==> config.mk <==
export PLATFORM = sky130hd
export DESIGN_NAME = aq_shift_reg_flat
export DESIGN_NICKNAME = d
export VERILOG_FILES = /design/src/rtl/aq_shift_reg_if.sv /design/src/rtl/aq_shift_reg.sv /design/src/flat_wrapper.sv
export SDC_FILE = /design/constraint.sdc
export NUM_CORES = 1
export LEC_CHECK = 0
export ABC_AREA = 1
export CELL_PAD_IN_SITES_DETAIL_PLACEMENT = 1
export CELL_PAD_IN_SITES_GLOBAL_PLACEMENT = 1
export CORE_MARGIN = 2
export CORE_UTILIZATION = 33
export DETAILED_ROUTE_END_ITERATION = 6
export PLACE_DENSITY = 0.93
export SETUP_SLACK_MARGIN = 0.15
export SLEW_MARGIN = 25
export SYNTH_ARGS = -nofsm -noshare
export SYNTH_HDL_FRONTEND = slang
export SYNTH_SLANG_ARGS = --single-unit
==> constraint.sdc <==
create_clock -name clock -period 1.36 [get_ports clock]
set_input_delay 0.272 -clock clock [delete_from_list [all_inputs] [get_ports clock]]
set_output_delay 0.272 -clock clock [all_outputs]
set_load 0.01 [all_outputs]
==> src/rtl/aq_shift_reg_if.sv <==
// -----------------------------------------------------------------------------
// aq_shift_reg_if
// Purpose : groups the data, control and status signals of aq_shift_reg.
// Ports   : in, in_enable, op, shamt, lsb_in, out_enable  -> driven by master
//           out, count, done, state                       -> driven by slave
// Handshake: there is no valid/ready pair. Any value on the control signals
//           while in_enable=1 is consumed on every rising clock edge, and
//           in_enable=0 means "no transfer this cycle". The status signals
//           count, done and state are registered; out is combinational from
//           the register.
// -----------------------------------------------------------------------------
interface aq_shift_reg_if #(
    parameter int WIDTH = 64,
    parameter int CW    = 6
);
    logic [WIDTH-1:0] in;
    logic             in_enable;
    logic [1:0]       op;
    logic             shamt;
    logic [1:0]       lsb_in;
    logic             out_enable;
    logic [WIDTH-1:0] out;
    logic [CW-1:0]    count;
    logic             done;
    logic [1:0]       state;      // debug view: 0 IDLE, 1 RUN, 2 DONE

    modport master (
        output in, in_enable, op, shamt, lsb_in, out_enable,
        input  out, count, done, state
    );

    modport slave (
        input  in, in_enable, op, shamt, lsb_in, out_enable,
        output out, count, done, state
    );
endinterface

==> src/rtl/aq_shift_reg.sv <==
// -----------------------------------------------------------------------------
// aq_shift_reg
// Purpose : loadable shift register that performs STEPS shift operations per
//           run and then freezes (done) until the next load.
// Ports   : clock  - sole clock, rising edge
//           reset  - asynchronous, active-low reset
//           bus    - aq_shift_reg_if.slave (in, in_enable, op, shamt, lsb_in,
//                    out_enable, out, count, done, state)
// op      : 00 hold, 01 load, 10 arithmetic shift right, 11 logical shift left
// Config  : define AQ_SHIFT_REG_TRISTATE_EN to drive out to high-impedance when
//           out_enable=0; by default out is driven to zero instead.
// -----------------------------------------------------------------------------
module aq_shift_reg #(
    parameter int WIDTH = 64,
    parameter int STEPS = 32,
    parameter int CW    = 6
) (
    input  logic           clock,
    input  logic           reset,
    aq_shift_reg_if.slave  bus
);

    typedef enum logic [1:0] {
        IDLE = 2'd0,
        RUN  = 2'd1,
        DONE = 2'd2
    } state_t;

    localparam logic [1:0]    OP_HOLD  = 2'b00;
    localparam logic [1:0]    OP_LOAD  = 2'b01;
    localparam logic [1:0]    OP_ASR   = 2'b10;
    localparam logic [1:0]    OP_LSL   = 2'b11;
    localparam logic [CW-1:0] STEPS_C  = CW'(STEPS);

    logic [WIDTH-1:0] data_q, data_d;
    logic [CW-1:0]    count_q, count_d;
    logic             done_q, done_d;
    state_t           state_q, state_d;

    logic [WIDTH-1:0] shifted;
    logic [CW-1:0]    count_inc;

    // Shift result for the current op; only used when a shift executes.
    always_comb begin
        shifted = data_q;
        if (bus.op == OP_ASR) begin
            if (bus.shamt)
                shifted = {{2{data_q[WIDTH-1]}}, data_q[WIDTH-1:2]};
            else
                shifted = {data_q[WIDTH-1], data_q[WIDTH-1:1]};
        end else if (bus.op == OP_LSL) begin
            if (bus.shamt)
                shifted = {data_q[WIDTH-3:0], bus.lsb_in};
            else
                shifted = {data_q[WIDTH-2:0], bus.lsb_in[0]};
        end
    end

    assign count_inc = count_q + 1'b1;

    always_comb begin
        data_d  = data_q;
        count_d = count_q;
        done_d  = done_q;
        state_d = state_q;
        if (bus.in_enable) begin
            case (bus.op)
                OP_LOAD: begin
                    data_d  = bus.in;
                    count_d = '0;
                    done_d  = 1'b0;
                    state_d = IDLE;
                end
                OP_ASR, OP_LSL: begin
                    // Once done, shifts are ignored so count cannot pass STEPS.
                    if (!done_q) begin
                        data_d  = shifted;
                        count_d = count_inc;
                        done_d  = (count_inc == STEPS_C);
                        state_d = (count_inc == STEPS_C) ? DONE : RUN;
                    end
                end
                OP_HOLD: ;
                default: ;
            endcase
        end
    end

    always_ff @(posedge clock or negedge reset) begin
        if (!reset) begin
            data_q  <= '0;
            count_q <= '0;
            done_q  <= 1'b0;
            state_q <= IDLE;
        end else begin
            data_q  <= data_d;
            count_q <= count_d;
            done_q  <= done_d;
            state_q <= state_d;
        end
    end

    assign bus.count = count_q;
    assign bus.done  = done_q;
    assign bus.state = state_q;

`ifdef AQ_SHIFT_REG_TRISTATE_EN
    assign bus.out = bus.out_enable ? data_q : {WIDTH{1'bz}};
`else
    assign bus.out = bus.out_enable ? data_q : '0;
`endif

endmodule

==> src/flat_wrapper.sv <==
// flat-port wrapper written by rule: the top's interface ports become plain ports
module aq_shift_reg_flat 
#(
    parameter int WIDTH = 64,
    parameter int STEPS = 32,
    parameter int CW    = 6
)
  (clock, reset, bus_in, bus_in_enable, bus_op, bus_shamt, bus_lsb_in, bus_out_enable, bus_out, bus_count, bus_done, bus_state);
  aq_shift_reg_if #(.WIDTH(WIDTH), .CW(CW)) bus_i ();
  input  logic clock;
  input  logic reset;
  input wire logic [$bits(bus_i.in)-1:0] bus_in;
  input wire logic [$bits(bus_i.in_enable)-1:0] bus_in_enable;
  input wire logic [$bits(bus_i.op)-1:0] bus_op;
  input wire logic [$bits(bus_i.shamt)-1:0] bus_shamt;
  input wire logic [$bits(bus_i.lsb_in)-1:0] bus_lsb_in;
  input wire logic [$bits(bus_i.out_enable)-1:0] bus_out_enable;
  output wire logic [$bits(bus_i.out)-1:0] bus_out;
  output wire logic [$bits(bus_i.count)-1:0] bus_count;
  output wire logic [$bits(bus_i.done)-1:0] bus_done;
  output wire logic [$bits(bus_i.state)-1:0] bus_state;
  assign bus_i.in = bus_in;
  assign bus_i.in_enable = bus_in_enable;
  assign bus_i.op = bus_op;
  assign bus_i.shamt = bus_shamt;
  assign bus_i.lsb_in = bus_lsb_in;
  assign bus_i.out_enable = bus_out_enable;
  assign bus_out = bus_i.out;
  assign bus_count = bus_i.count;
  assign bus_done = bus_i.done;
  assign bus_state = bus_i.state;
  aq_shift_reg #(.WIDTH(WIDTH), .STEPS(STEPS), .CW(CW)) u_core (.clock(clock), .reset(reset), .bus(bus_i));
endmodule
---- Word-level counts from Yosys, hierarchy flattened ----
Cells that the tools add are included.
operators by class
  add/sub/neg operators ................... 1
  equality and inequality tests ........... 8
  multiplexer cells ....................... 14
  reductions and logical operators ........ 6
operators with widths
  kind                                                                   number
  64-bit two-way mux                                                     5
  64-bit case mux with 2 select lines                                    1
  62-bit two-way mux                                                     1
  6-bit case mux with 2 select lines                                     1
  6-bit by 1-bit adder with 6-bit output, second input constant          1
  6-bit equality test, second input constant                             1
  6-bit two-way mux                                                      1
  5-bit AND reduction                                                    1
  2-bit equality test, second input constant                             2
  2-bit two-way mux                                                      2
  2-bit != test, second input constant                                   2
  2-bit case mux with 2 select lines                                     1
  4-bit AND reduction                                                    1
  3-bit by 1-bit != test with 1-bit output, second input constant        1
  3-bit AND reduction                                                    1
  2-bit by 1-bit equality test with 1-bit output, second input constant  1
  2-bit by 1-bit != test with 1-bit output, second input constant        1
  1-bit case mux with 2 select lines                                     1
  2-bit AND reduction                                                    1
  2-bit nonzero test                                                     1
  2-bit OR reduction                                                     1
  1-bit two-way mux                                                      1
storage, ports and cells
  register bits after elaboration ......... 73
  bits of input ports ..................... 73

---- Longest topological paths before layout ----
Gate-level depths: netlist of run 1.
  depth in word-level cells ............... 5
  gate-level depth with buffers ........... 8

---- Worst setup path after synthesis of run 1 ----
No wires, ideal clock.
  path kind ............................... register to register
  from .................................... reg u_core.done_q (netlist: u_core.bus.done)
  to ...................................... reg u_core.data_q[10]
  setup time .............................. 0.082 ns
  arrival time ............................ 1.190 ns
  data required time ...................... 1.278 ns
  setup slack ............................. 0.088 ns
  stages on the path, launching flop included .. 8
  buffers on the path ..................... 2
  period minus slack after synthesis ...... 1.272 ns
  cell sequence ........................... dfrtp_1 nand2_1 inv_1 nor2_2 buf_4 buf_4 nor2_1 a31oi_1
between the ends
  longest elaborated chain between the ends .. 2
RTL lines
  what                                  line                text
  start, declared                       aq_shift_reg.sv:37  logic done_q, done_d;
  start signal, assigned                aq_shift_reg.sv:98  done_q <= done_d;
  2-bit != test (no source line)        --
  4-bit AND reduction (no source line)  --
  end signal, assigned                  aq_shift_reg.sv:96  data_q <= data_d;
  end, declared                         aq_shift_reg.sv:35  logic [WIDTH-1:0] data_q, data_d;
No other way between the ends.
A chain may end at the register's enable or synchronous reset.

---- Worst setup path after layout of run 1 ----
  from .................................... reg u_core.done_q (netlist: u_core.bus.done)
  to ...................................... reg u_core.data_q[57]
The elaborated chain is that of the path after synthesis.

==> results of run 1 <==
[worst min-delay path by stage]
stage	startpoint	to	slack [ns]	depth (start not counted)
4_1_cts	reset	u_core.data_q[23]	0.38	2
5_1_grt	bus_op[0]	u_core.data_q[63]	0.33	3
3_5_place_dp	reset	u_core.data_q[21]	0.20	1
2_1_floorplan	reset	u_core.bus.count[0]	-0.02	0
3_3_place_gp	reset	u_core.data_q[21]	0.19	1
6_report	bus_op[0]	u_core.data_q[63]	0.32	3
[state kept, by name (all words and copies together), names as in the netlist]
| name | cells |
|---|---|
| u_core.data_q | 64 |
| u_core.bus.count | 6 |
| u_core.bus.state | 2 |
| u_core.bus.done | 1 |
[placed cells by master, fill, tap and decap left out, types with 18 or more instances in the layout]
cell and instances:
sky130_fd_sc_hd__o21ai_0 115, sky130_fd_sc_hd__buf_6 31, sky130_fd_sc_hd__a31oi_1 52, sky130_fd_sc_hd__clkdlybuf4s50_1 66
sky130_fd_sc_hd__inv_2 18, sky130_fd_sc_hd__buf_4 109, sky130_fd_sc_hd__dfrtp_1 69, sky130_fd_sc_hd__nor2_1 62
sky130_fd_sc_hd__nand2_1 157, sky130_fd_sc_hd__inv_1 166, sky130_fd_sc_hd__a21oi_1 54, sky130_fd_sc_hd__nor2_4 38
sky130_fd_sc_hd__buf_12 21, sky130_fd_sc_hd__buf_2 52
[cell usage after synthesis]
master / number / share of area [%]
sky130_fd_sc_hd__nand2_1: 172 / 12
sky130_fd_sc_hd__inv_2: 1 / 0.070
sky130_fd_sc_hd__inv_1: 183 / 13
sky130_fd_sc_hd__nor3_2: 1 / 0.19
sky130_fd_sc_hd__o21ai_0: 128 / 12
sky130_fd_sc_hd__o2111ai_1: 1 / 0.16
sky130_fd_sc_hd__o31ai_1: 1 / 0.14
sky130_fd_sc_hd__nand3_1: 8 / 0.75
sky130_fd_sc_hd__nand4_1: 2 / 0.23
sky130_fd_sc_hd__buf_4: 3 / 0.42
sky130_fd_sc_hd__o21ai_1: 6 / 0.56
sky130_fd_sc_hd__a22oi_1: 16 / 2.2
sky130_fd_sc_hd__ha_1: 1 / 0.23
sky130_fd_sc_hd__nor2_1: 105 / 7.3
sky130_fd_sc_hd__a21oi_1: 61 / 5.7
sky130_fd_sc_hd__a31oi_1: 54 / 6.3
sky130_fd_sc_hd__clkbuf_1: 27 / 1.9
sky130_fd_sc_hd__nor2_2: 2 / 0.23
sky130_fd_sc_hd__buf_1: 3 / 0.21
sky130_fd_sc_hd__dfrtp_1: 73 / 34
sky130_fd_sc_hd__buf_2: 24 / 2.2
sky130_fd_sc_hd__a22o_1: 2 / 0.33
[worst reg2reg max path: cells and delay by family (launching register included)]
family,cells,cell delay [ns]
buffers and inverters,3,0.44
DFF,1,0.40
and+or+nand+nor,3,0.28
AOI/OAI and AO/OA,1,0.18
[where the power goes]
group          switching [W]  internal [W]
Combinational        0.00269       0.00232
Clock               0.000987       0.00126
Sequential          0.000359       0.00262
[cell families after synthesis]
kind of cell             after synthesis  synth area share [%]
AND/OR/NAND/NOR                      290                  20.8
AO/OA/AOI/OAI                        269                  27.3
buffers and inverters                241                  17.6
flip-flops                            73                  34.0
adder cells (fa/ha/maj)                1                 0.233
[final cells by class]
type,count,area [um2]
Fill cell,2026,6940
Multi-Input combinational cell,560,3080
Timing Repair Buffer,294,2830
Sequential cell,73,1830
Inverter,184,691
Tap cell,216,270
Clock buffer,12,246
Clock inverter,1,5.00
[metal layers]
| metal | track usage, % | wire, um | up-vias |
|---|---|---|---|
| met5 | 0 | 0 | - |
| met4 | 10.3 | 1130 | 0 |
| met1 | 31.1 | 10300 | 3607 |
| met3 | 5.13 | 1570 | 86 |
| li1 | - | - | 3262 |
| met2 | 51.6 | 14500 | 348 |
[per-stage QoR]
step | power [W] | utilization (%) | area, um2
floorplan | 0.00471 | - | 5420
CTS | 0.00920 | 51.5 | 8190
detailed placement | 0.00671 | 48.4 | 7690
global route | 0.0107 | 56.3 | 8950
global placement | 0.00650 | 48.4 | 7690
finish | 0.0102 | 56.3 | 8950
[repair_timing]
action,in CTS,in global routing
endpoints found under the hold margin,17,0
resized for setup,340,148
cloned,4,5
setup endpoints to repair,146,139
pin swaps,30,26
buffers inserted,43,12
hold buffers,1,0
==> impl_metrics.ini, run 1 <==
[status]
outcome = finished with violations
violations = setup timing

[die]
io_pins = 146
floorplan.die.height_um = 132
row_count = 46
die-area_um2 = 17300
floorplan.core_area_um2 = 15900
chipWidth_um = 132
initial_core_util_pct = 33.8

[critical_path]
ff2ff_path_depth = 7
worstSetupPathType = flop to flop
wp_buf_inv = 3
regToRegSetupSlack_ns = -0.02
worstReg2RegStart = u_core.bus.done
path_cells = nand2_2, inv_2, nor2_4, buf_12, clkbuf_16, nor2_4, a31oi_1
cpMaxStageDelayCell = sky130_fd_sc_hd__dfrtp_1
timing.rr.end = u_core.data_q[57]
cp_data_required_time_ns = 1.62
critical_path_end = u_core.data_q[57]
critical-path-top-delay-family = buffers and inverters
worstPathArrival_ns = 1.64
critical_path.startpoint_type = flop
cp-end-kind = flop
crit_top_cell = sky130_fd_sc_hd__nor2_4
critPathLaunch = u_core.bus.done
critical_path_peak_fanout = 7
path_depth = 7
cpPeakStageDelay_ns = 0.40

[detailed_routing]
route.vias.total = 7303
route.detailed.wl_per_inst_um = 20.5
postRouteAntennaNets = 0
viasPerCell = 5.45
first_iter_violations = 567
drt_wl_total_um = 27500
route.detailed.drc = 0
detailedRoute.firstPassIterationCount = 5

[global_route]
grt_first_pass_wirelength_um = 38600
global_route.usage.total_pct = 27.6
maximum_number_of_pins_on_one_net_before_global_route_repair = 44
initial_antenna_violation_count = 0
globalRoute.totalOverflow = 0
first_global_vias = 7415

[power_and_ir_drop]
power.static_leakage_nw = 4.75
worst_ir_drop_vdd_v = 0.000695
pwr_density_cell_nw_per_um2 = 1140

[place]
place_inst = 1262
global_placement_routability_congestion = 0.845
detailed_place_hpwl_um = 15500
port-buffer-count = 145
dp_slack_ns = -0.531

[cells_and_area]
final_instance_count_without_filler_cells = 1340
syn_to_final_growth_pct = 66.7
nNetsFinal = 1196
antenna-diode-count = 0
layout-drive-gt1-share_pct = 30.6

[sta]
timing_max_transition_violations_final = 0
finish_stage_setup_viols = 4
worst_clock_skew_ns = 0.00686
tns_ns = -0.0452
fin_ws_ns = -0.0202
period_needed_ns = 1.38
period_share_pct = 101
clock.fmax_mhz = 725
final.hold.worst_slack_ns = 0.317
max_slew.worst_pin.slew_ns = 0.432
timing.max_slew.rel_slack_pct = 70.9
rsz0062_at_grt = yes
hold_viol_final = 0

[synth]
seq_area_frac_synth_pct = 34.0
post_syn_nets = 948
synth-seq-cells = 73
post_synthesis_cell_area_um2 = 5370
synthesis.area_per_instance_um2 = 6.14
syn_inst = 874
yosys.cell_types.count = 22
yosysWarnings = 0

[clock_network]
cts_tree = built
clk_pin_slew_ns = 0.06
max-clock-path-buffers = 2
clock_tree.root_cell = sky130_fd_sc_hd__clkbuf_16
tritoncts_num_sinks = 73
cts_htree_levels = 3
cts-buffers-inserted = 9
clock_latency_ns = 0.35

[job]
cap_violations = 0

[hold_path]
timing.hold.worst.class = input port to flop
Power figures use the tool's default switching activity.
==> inputs of run 2 (changes only) <==
--- a/config.mk
+++ b/config.mk
@@ -13,7 +13,8 @@
 export DETAILED_ROUTE_END_ITERATION = 6
 export PLACE_DENSITY = 0.93
 export SETUP_SLACK_MARGIN = 0.15
-export SLEW_MARGIN = 25
+export SKIP_LAST_GASP = 1
+export SLEW_MARGIN = 20
 export SYNTH_ARGS = -nofsm -noshare
 export SYNTH_HDL_FRONTEND = slang
 export SYNTH_SLANG_ARGS = --single-unit
==> impl_metrics.ini, run 2 (synthesis results as in run 1) <==
[cells_and_area]
largest_reg_flops = 64
syn_to_final_growth_pct = 64.1
nNetsFinal = 1196
layout-drive-gt1-share_pct = 28.8
antenna-diode-count = 0
final_common_cell = sky130_fd_sc_hd__inv_1
fin_util_pct = 55.4
layout.cells.most_common_list = sky130_fd_sc_hd__inv_1 (166), sky130_fd_sc_hd__nand2_1 (157), sky130_fd_sc_hd__o21ai_0 (117)
top_register = u_core.data_q

[sta]
rsz0062_at_grt = yes
tns_ns = -0.350
max_slew.worst_pin.slew_ns = 0.345
worst_clock_skew_ns = 0.0122
timing.max_slew.rel_slack_pct = 76.7
finish_stage_setup_viols = 8
clock.fmax_mhz = 682
timing_max_transition_violations_final = 0
final.hold.worst_slack_ns = 0.314
hold_viol_final = 0
fin_ws_ns = -0.105
period_needed_ns = 1.47
period_share_pct = 108

[critical_path]
path_cells = nand2_2, inv_2, nor2_4, buf_6, buf_12, buf_16, nor2_4, a31oi_1
wp_buf_inv = 4
cpPeakStageDelay_ns = 0.39
critical_path_peak_fanout = 4
critical_path.startpoint_type = flop
crit_top_cell = sky130_fd_sc_hd__nor2_4
cp_data_required_time_ns = 1.60
critical-path-top-delay-family = buffers and inverters
cp-end-kind = flop
cpMaxStageDelayCell = sky130_fd_sc_hd__dfrtp_1
worstSetupPathType = flop to flop
regToRegSetupSlack_ns = -0.11
worstPathArrival_ns = 1.71

[die]
floorplan.die.height_um = 132
chipWidth_um = 132
die-area_um2 = 17300
initial_core_util_pct = 33.8
io_pins = 146
floorplan.core_area_um2 = 15900
row_count = 46

[detailed_routing]
route.vias.total = 7317
first_iter_violations = 549
viasPerCell = 5.46
route.detailed.drc = 0
drt_wl_total_um = 27500
postRouteAntennaNets = 0
route.detailed.wl_per_inst_um = 20.5
detailedRoute.firstPassIterationCount = 5

[power_and_ir_drop]
pwr_density_cell_nw_per_um2 = 1150
worst_ir_drop_vdd_v = 0.000755
post-layout-total-power_w = 0.0101
power.static_leakage_nw = 4.73

[global_route]
grt_first_pass_wirelength_um = 38600
m1_gr_usage_pct = 31.1
first_global_vias = 7415
grtUsageMet2_pct = 51.6
grt.met3_usage_pct = 5.13
initial_antenna_violation_count = 0
global_route.usage.total_pct = 27.6
busiest_layer = met2
maximum_number_of_pins_on_one_net_before_global_route_repair = 44
globalRoute.totalOverflow = 0

[clock_network]
clock_tree.root_cell = sky130_fd_sc_hd__clkbuf_16
tritoncts_num_sinks = 73
cts-buffers-inserted = 9
cts_tree = built
cts_htree_levels = 3
max-clock-path-buffers = 2
clk_pin_slew_ns = 0.06
clock_latency_ns = 0.35

[status]
violations = setup timing
outcome = finished with violations

[place]
detailed_place_hpwl_um = 15500
port-buffer-count = 145
global_placement_routability_congestion = 0.845
dp_slack_ns = -0.531

[job]
cap_violations = 0

[hold_path]
timing.hold.worst.class = input port to flop
[run 2: cell counts in the layout (fill, tap and decap cells not counted)]
Identical to the previous run, type by type.
[run 2: cell type report]
| class | instances | area (um2) |
|---|---|---|
| tap | 216 | 270 |
| clock inverter | 1 | 5.00 |
| clock buffer | 12 | 246 |
| timing repair buffer | 294 | 2820 |
| fill | 2039 | 7080 |
| inverter | 184 | 691 |
| sequential | 73 | 1830 |
| multi-input combinational | 560 | 2940 |
[run 2: repair_timing]
item / in CTS / in global routing
pin swaps: 30 / 23
endpoints found under the setup margin: 146 / 139
gates resized for setup: 340 / 110
cloned: 4 / 5
hold endpoints to repair: 17 / 0
hold buffers: 1 / 0
setup buffers: 43 / 12
[run 2: final timing paths]
kind,from,endpoint,depth (start not counted)
max,u_core.bus.done,u_core.data_q[32],8
min,bus_op[0],u_core.data_q[63],3
max reg2reg,u_core.bus.done,u_core.data_q[32],8
min reg2reg,u_core.bus.state[0],u_core.bus.state[0],2
max in group asynchronous,reset,u_core.data_q[57],3
min in group asynchronous,reset,u_core.data_q[23],2
[run 2: stage by stage]
stage	cells	cell area [um2]
global route	1340	8810
detailed placement	1262	7690
floorplan	874	5420
CTS	1323	8190
global placement	1262	7690
finish	1340	8810
[run 2: metal layers]
| metal | vias to the layer above | part of all wire (%) |
|---|---|---|
| li1 | 3263 | - |
| met1 | 3567 | 38 |
| met2 | 376 | 51 |
| met3 | 111 | 6.4 |
| met4 | 0 | 4.8 |
| met5 | - | 0 |
[run 2: power by group]
group          leakage [nW]  switching, W  internal (W)  total (W)
Sequential            0.835      0.000365       0.00262    0.00299
Clock                 0.124      0.000986       0.00126    0.00224
Combinational          3.77       0.00261       0.00225    0.00486
[run 2: tightest hold or removal path, cell delays in order]
cell and delay [ns]:
sky130_fd_sc_hd__clkbuf_2 0.12, sky130_fd_sc_hd__nand3_1 0.12, sky130_fd_sc_hd__a22oi_1 0.10
==> inputs of run 3 (changes only) <==
--- a/config.mk
+++ b/config.mk
@@ -10,6 +10,7 @@
 export CELL_PAD_IN_SITES_GLOBAL_PLACEMENT = 1
 export CORE_MARGIN = 2
 export CORE_UTILIZATION = 33
+export CTS_CLUSTER_DIAMETER = 120
 export DETAILED_ROUTE_END_ITERATION = 6
 export PLACE_DENSITY = 0.93
 export SETUP_SLACK_MARGIN = 0.15
==> results of run 3 <==
The final DEF is identical to that of run 2; final timing and power are the same.
